### config.mk
export PLATFORM = sky130hd
export DESIGN_NAME = arith_bit_packer
export DESIGN_NICKNAME = d
export VERILOG_FILES = /design/src/rtl/arith_bit_packer.sv
export SDC_FILE = /design/constraint.sdc
export NUM_CORES = 1
export LEC_CHECK = 0
export BUFFER_PORTS_ARGS = -buffer_cell sky130_fd_sc_hd__buf_2
export CORE_MARGIN = 2
export CORE_UTILIZATION = 45
export CTS_CLUSTER_DIAMETER = 30
export DETAILED_ROUTE_END_ITERATION = 8
export GPL_TIMING_DRIVEN = 0
export PLACE_DENSITY_LB_ADDON = 0.3
export SLEW_MARGIN = 25
export SYNTH_ARGS = -nofsm -noshare
export SYNTH_HDL_FRONTEND = slang
export SYNTH_SLANG_ARGS = --single-unit
export TNS_END_PERCENT = 5
### constraint.sdc
create_clock -name clk -period 7.15 [get_ports clk]
set_clock_uncertainty 0.1 [all_clocks]
set_input_delay 0.3575 -clock clk [delete_from_list [all_inputs] [get_ports clk]]
set_output_delay 0.3575 -clock clk [all_outputs]
set_load 0.02 [all_outputs]
### src/rtl/arith_bit_packer.sv
// Packs variable-length MSB-first bit chunks (0..16 bits, left-aligned) into OUT_W-bit words.
// Latency: a word completed at edge N is at the FIFO head after edge N (1 cycle when empty).
// Backpressure: none upstream; out_valid/out_ready downstream, a full FIFO drops words (sticky overflow).
//
// Ports: clk, rst_n (async active-low); bits_in/bits_count_in/bits_valid_in chunk input;
// flush_in ends a stream; out_data/out_bits/out_last/out_valid/out_ready word handshake;
// fifo_level, overflow status. Optional macro ARITH_BIT_PACKER_STATS_EN adds
// total_bits and dropped_words saturating counters.

module arith_bit_packer_fifo #(
    parameter int W     = 8,
    parameter int DEPTH = 8
) (
    input  logic                       clk,
    input  logic                       rst_n,
    input  logic                       push_vld,
    input  logic [W-1:0]               push_dat,
    input  logic                       pop,
    output logic                       push_ok,
    output logic [W-1:0]               head_dat,
    output logic                       empty,
    output logic [$clog2(DEPTH):0]     level
);
    localparam int AW = $clog2(DEPTH);

    logic [W-1:0] mem [DEPTH];
    logic [AW:0]  wr_ptr;
    logic [AW:0]  rd_ptr;
    logic         full;

    // Extra pointer bit distinguishes full from empty; wraps naturally for power-of-two depth.
    assign level    = wr_ptr - rd_ptr;
    assign empty    = (level == '0);
    assign full     = (level == (AW+1)'(DEPTH));
    // A same-cycle pop frees the slot the new word lands in.
    assign push_ok  = push_vld && (!full || pop);
    assign head_dat = mem[rd_ptr[AW-1:0]];

    always_ff @(posedge clk or negedge rst_n) begin
        if (!rst_n) begin
            wr_ptr <= '0;
            rd_ptr <= '0;
        end else begin
            if (push_ok)
                wr_ptr <= wr_ptr + 1'b1;
            if (pop && !empty)
                rd_ptr <= rd_ptr + 1'b1;
        end
    end

    always_ff @(posedge clk) begin
        if (push_ok)
            mem[wr_ptr[AW-1:0]] <= push_dat;
    end
endmodule

module arith_bit_packer #(
    parameter int OUT_W      = 32,
    parameter int FIFO_DEPTH = 8
) (
    input  logic                          clk,
    input  logic                          rst_n,
    input  logic [15:0]                   bits_in,
    input  logic [4:0]                    bits_count_in,
    input  logic                          bits_valid_in,
    input  logic                          flush_in,
    output logic [OUT_W-1:0]              out_data,
    output logic [$clog2(OUT_W):0]        out_bits,
    output logic                          out_last,
    output logic                          out_valid,
    input  logic                          out_ready,
    output logic [$clog2(FIFO_DEPTH):0]   fifo_level,
`ifdef ARITH_BIT_PACKER_STATS_EN
    output logic [31:0]                   total_bits,
    output logic [15:0]                   dropped_words,
`endif
    output logic                          overflow
);
    localparam int ACC_W = OUT_W + 16;
    localparam int CW    = $clog2(ACC_W + 1);
    localparam int BW    = $clog2(OUT_W) + 1;
    localparam int EW    = OUT_W + BW + 1;

    typedef enum logic {RUN, FLUSH} state_t;

    state_t           state, state_nxt;
    logic [ACC_W-1:0] acc, acc_nxt, base_acc, app_acc;
    logic [CW-1:0]    acc_cnt, cnt_nxt, base_cnt, app_cnt;
    logic [4:0]       chunk_cnt;
    logic [15:0]      chunk;
    logic             push_vld;
    logic [OUT_W-1:0] push_word;
    logic [BW-1:0]    push_bits;
    logic             push_last;
    logic             push_ok;
    logic             pop;
    logic             fifo_empty;
    logic [EW-1:0]    head_dat;

    always_comb begin
        state_nxt = state;
        push_vld  = 1'b0;
        push_word = '0;
        push_bits = '0;
        push_last = 1'b0;
        base_acc  = acc;
        base_cnt  = acc_cnt;

        chunk_cnt = 5'd0;
        if (bits_valid_in)
            chunk_cnt = (bits_count_in > 5'd16) ? 5'd16 : bits_count_in;
        // Keep only the top chunk_cnt bits so stray low bits never leak into the stream.
        chunk = (chunk_cnt == 5'd0) ? 16'h0000 : (bits_in & (16'hFFFF << (5'd16 - chunk_cnt)));

        // FLUSH emits the previous stream's tail first; a chunk this cycle starts a fresh accumulator.
        if (state == FLUSH) begin
            push_vld  = 1'b1;
            push_word = acc[ACC_W-1 -: OUT_W];
            push_bits = BW'(acc_cnt);
            push_last = 1'b1;
            base_acc  = '0;
            base_cnt  = '0;
            state_nxt = RUN;
        end

        app_acc = base_acc | ({chunk, {OUT_W{1'b0}}} >> base_cnt);
        app_cnt = base_cnt + CW'(chunk_cnt);
        acc_nxt = app_acc;
        cnt_nxt = app_cnt;

        // With OUT_W=16 a full chunk in FLUSH can leave acc_cnt == OUT_W; the word then goes out
        // on the following RUN cycle, and the accumulator is wide enough to hold it meanwhile.
        if (state == RUN) begin
            if (app_cnt >= CW'(OUT_W)) begin
                push_vld  = 1'b1;
                push_word = app_acc[ACC_W-1 -: OUT_W];
                push_bits = BW'(OUT_W);
                acc_nxt   = app_acc << OUT_W;
                cnt_nxt   = app_cnt - CW'(OUT_W);
            end
            if (flush_in)
                state_nxt = FLUSH;
        end
    end

    always_ff @(posedge clk or negedge rst_n) begin
        if (!rst_n) begin
            state   <= RUN;
            acc     <= '0;
            acc_cnt <= '0;
        end else begin
            state   <= state_nxt;
            acc     <= acc_nxt;
            acc_cnt <= cnt_nxt;
        end
    end

    assign pop = out_valid && out_ready;

    arith_bit_packer_fifo #(
        .W     (EW),
        .DEPTH (FIFO_DEPTH)
    ) u_fifo (
        .clk      (clk),
        .rst_n    (rst_n),
        .push_vld (push_vld),
        .push_dat ({push_last, push_bits, push_word}),
        .pop      (pop),
        .push_ok  (push_ok),
        .head_dat (head_dat),
        .empty    (fifo_empty),
        .level    (fifo_level)
    );

    // Head fields are gated so the outputs read zero while the FIFO is empty (memory is not reset).
    assign out_valid = !fifo_empty;
    assign out_data  = out_valid ? head_dat[OUT_W-1:0]        : '0;
    assign out_bits  = out_valid ? head_dat[OUT_W +: BW]      : '0;
    assign out_last  = out_valid ? head_dat[EW-1]             : 1'b0;

    always_ff @(posedge clk or negedge rst_n) begin
        if (!rst_n)
            overflow <= 1'b0;
        else if (push_vld && !push_ok)
            overflow <= 1'b1;
    end

`ifdef ARITH_BIT_PACKER_STATS_EN
    logic [32:0] bits_sum;
    assign bits_sum = {1'b0, total_bits} + 33'(push_bits);

    always_ff @(posedge clk or negedge rst_n) begin
        if (!rst_n) begin
            total_bits    <= '0;
            dropped_words <= '0;
        end else begin
            if (push_ok)
                total_bits <= bits_sum[32] ? 32'hFFFF_FFFF : bits_sum[31:0];
            if (push_vld && !push_ok && dropped_words != 16'hFFFF)
                dropped_words <= dropped_words + 16'd1;
        end
    end
`endif
endmodule

==> out/summary.txt <==
Outcome = completed
Fin worst setup slack = 0.603 ns
Final setup fails = 0
Simple-gate share of the synthesized area = 9.39%
I/O pin count = 71
Fmax = 153 MHz
Worst EP arrival = 6.71 ns
Worst path cell trace = buf_4 -> inv_1 -> buf_2 -> nand2_1 -> inv_1 -> clkbuf_1 -> clkbuf_1 -> ha_1 -> o21ai_0 -> nor2_1 -> or4_1 -> nand3_2 -> nor2_1 -> nor2_1 -> nand2_1 -> nor3_2 -> buf_4 -> buf_6 -> buf_4
Worst Hold Depth = 3
Synthesized area per cell = 13.9 um2
Unrepaired setup endpoints after global routing = no
Pins Over Slew Limit = 0
Clk Latency, worst-skew pair = 0.57 ns
Post-Syn Instances = 1244
Placed Cells = 1846
Synth Warn # = 0
Synth Flop Type = edfxtp_1
Rel. slew slack = 30.7%
Library cells used by synthesis = 93
Total design power = 9.65 mW
FF+latch area = 11000 um2
Crit-path max FO = 10
Number of global-route vias before repair = 11900
Cell area after synthesis = 17200 um2
Power Density = 457 nW/um2
Top cells by area, synth = edfxtp_1, mux4_2, dfrtp_1
I/O Buffers = 69
Core ar. = 37700 um2
WHS = 0.0594 ns
EDFF count, synth = 312
Worst EP required = 7.32 ns
Layout fillers = 3046
First-pass GRT wire length = 72600 um
TritonCTS Sinks = 376
Syn_nets = 1286
Routed wire per std cell = 24.3 um
Vias per cell = 5.95
CTS tree = yes
Post-CTS Setup Bufs = 0
Clock buffer depth = 3
CP peak stage delay = 0.67 ns
Reg2reg path depth = 19
Multi-input gate area = 5860 um2
TritonCTS buffer count = 70
DRT Pass-1 Iters = 6
Synth Area in Adders = 1.25%
Clk slew on worst S/H paths = 0.05 ns
# DRC = 0
Hold Path Class = primary input to register
Final hold viol count = 0
Xor/xnor cell area share of the yosys netlist = 0.798%
DP Area = 18700 um2
Register bit count reported by yosys = 376
Reg-to-reg endpoint = u_fifo.mem[0][30]
Post-CTS resize count = 0
Die area = 39900 um2
Gp weighted congestion = 0.996
Post-synth top area share = 54.3%
Initial core utilization = 45.8%
All-Layer GR Usage = 24.7%
Final Cycle Share = 91.6%
Final ANT Viol Nets = 0
DP HPWL = 32900 um
Chip height = 200 um
Slowest-stage cell, CP = nor3_2
Largest family of logic cells by synthesized area = multiplexers
WL final = 48000 um
Complex-gate fraction of the synthesized area = 11.0%
Root Buffer = clkbuf_16
Final #Nets = 1451
FF-to-FF setup slack = 0.60 ns
R2r startpoint = state
Ant. Diodes = 0
Total Neg Setup Slack = 0 ns
DR iter-0 viols = 1194
H-Tree Depth = 3
Post-CTS Hold Buffers = 2
Hold Path Origin = out_ready
Vias after detailed routing = 11700
Num rows = 71
Worst setup SP type = register
Synth area leader = edfxtp_1
Die X = 200 um
Hold endpoint = overflow
Fin util = 56.0%
Final Cell Area = 21100 um2
Share of cells above drive strength 1 = 24.0%
Min cycle time layout = 6.55 ns
Layout area overhead = 22.4%
Sequential cell area fraction in the yosys report = 63.6%
Async set-reset flop share out of synthesis = 17.0%
Endpoint class of the critical path = register
Tightest Pin Transition = 1.03 ns
Non-filler instance count after layout = 1974
Largest net degree at the start of global routing = 51
Worst slack, placed = 0.688 ns
Antenna violations before repair = 0
Static Leak = 7.69 nW
Crit Path Class = register to register
Max_cap viols = 0
Max IR drop VDD = 0.174 mV
Total gr overflow = 0
Mux cell area share after synthesis = 11.2%
[critical path, delay by kind of cell (launching register included)]
family / cells / cell delay (ns)
AOI/OAI and AO/OA: 1 / 0.09
buffers and inverters: 9 / 2.47
DFF: 1 / 0.46
and+or+nand+nor: 8 / 2.74
adders and majority gates: 1 / 0.37
[power by group]
part	switching (mW)	internal, mW
sequential	0.137	2.86
combinational	2.14	1.19
clock	1.12	2.22
[sequential cells by signal, indices dropped and copies added (netlist names)]
| signal | flops |
|---|---|
| u_fifo.mem | 312 |
| state | 1 |
| overflow | 1 |
| u_fifo.rd_ptr | 4 |
| u_fifo.wr_ptr | 4 |
| acc | 48 |
| acc_cnt | 6 |
[cells in the mapped netlist, drive strengths merged, types with 6 or more instances]
master / instances
clkbuf: 44
mux2i: 12
a221oi: 8
nor2: 99
a21oi: 95
a2bb2oi: 9
nand4: 8
xnor2: 10
nand2: 154
a21o: 7
a31oi: 19
nand3: 28
o21ai: 38
o311ai: 6
ha: 14
dfrtp: 64
inv: 31
edfxtp: 312
buf: 34
nor3: 14
nor2b: 10
mux4: 78
a22oi: 8
nor4: 6
o22ai: 13
nand2b: 7
o2bb2ai: 6
o31ai: 7
a211oi: 9
and2: 7
[how the worst max path moves through the flow]
| stage | startpoint | to | cells past startpoint |
|---|---|---|---|
| 6_report | state | u_fifo.mem[0][30] | 19 |
| 5_1_grt | state | u_fifo.mem[0][35] | 19 |
| 4_1_cts | state | u_fifo.mem[0][35] | 19 |
| 3_5_place_dp | state | u_fifo.mem[0][33] | 19 |
| 3_3_place_gp | state | u_fifo.mem[0][1] | 16 |
| 2_1_floorplan | state | u_fifo.mem[0][0] | 16 |
[cells in the final DEF, fill, tap and decap left out, types with 9 or more instances in the layout]
cell type | Yosys | routed
inv_1 | 29 | 28
clkbuf_1 | 42 | 49
a31oi_1 | 17 | 17
o22ai_1 | 13 | 13
bufinv_16 | 0 | 10
xnor2_1 | 10 | 10
o21ai_0 | 30 | 29
nor2_1 | 99 | 94
nor3_1 | 14 | 12
edfxtp_1 | 312 | 312
nand2_1 | 153 | 153
a2bb2oi_1 | 9 | 9
dfrtp_1 | 64 | 64
clkbuf_16 | 0 | 71
a21oi_1 | 94 | 94
ha_1 | 14 | 14
buf_4 | 3 | 14
buf_16 | 0 | 10
clkinv_1 | 3 | 11
nor2b_1 | 10 | 10
mux4_2 | 78 | 78
nand3_1 | 27 | 27
buf_2 | 14 | 82
clkinv_4 | 0 | 10
mux2i_1 | 12 | 12
buf_1 | 16 | 10
[per-layer routing]
| layer | track usage, % | wire [um] |
|---|---|---|
| met4 | 8.48 | 1150 |
| met1 | 34.1 | 20800 |
| met3 | 4.25 | 3040 |
| met2 | 40.1 | 23100 |
| met5 | 0 | 0 |
[kinds of logic (layout without fill, tap and decap cells)]
family / count (synthesis) / count (layout)
flops: 376 / 376
simple gates: 357 / 357
compound gates: 274 / 274
buf+inv: 112 / 331
mux: 95 / 95
fa+ha+maj: 16 / 16
xor+xnor: 14 / 14
[final cells by class]
type                       instances  area share [%]
tap                              511            3.03
sequential                       376            52.0
clock inverter                    46            2.75
buffer                            78            1.62
timing repair buffer              93            3.55
multi-input combinational        756            27.8
inverter                          34           0.617
clock buffer                      80            8.67
Note: power is estimated with default switching activity, not from simulation.
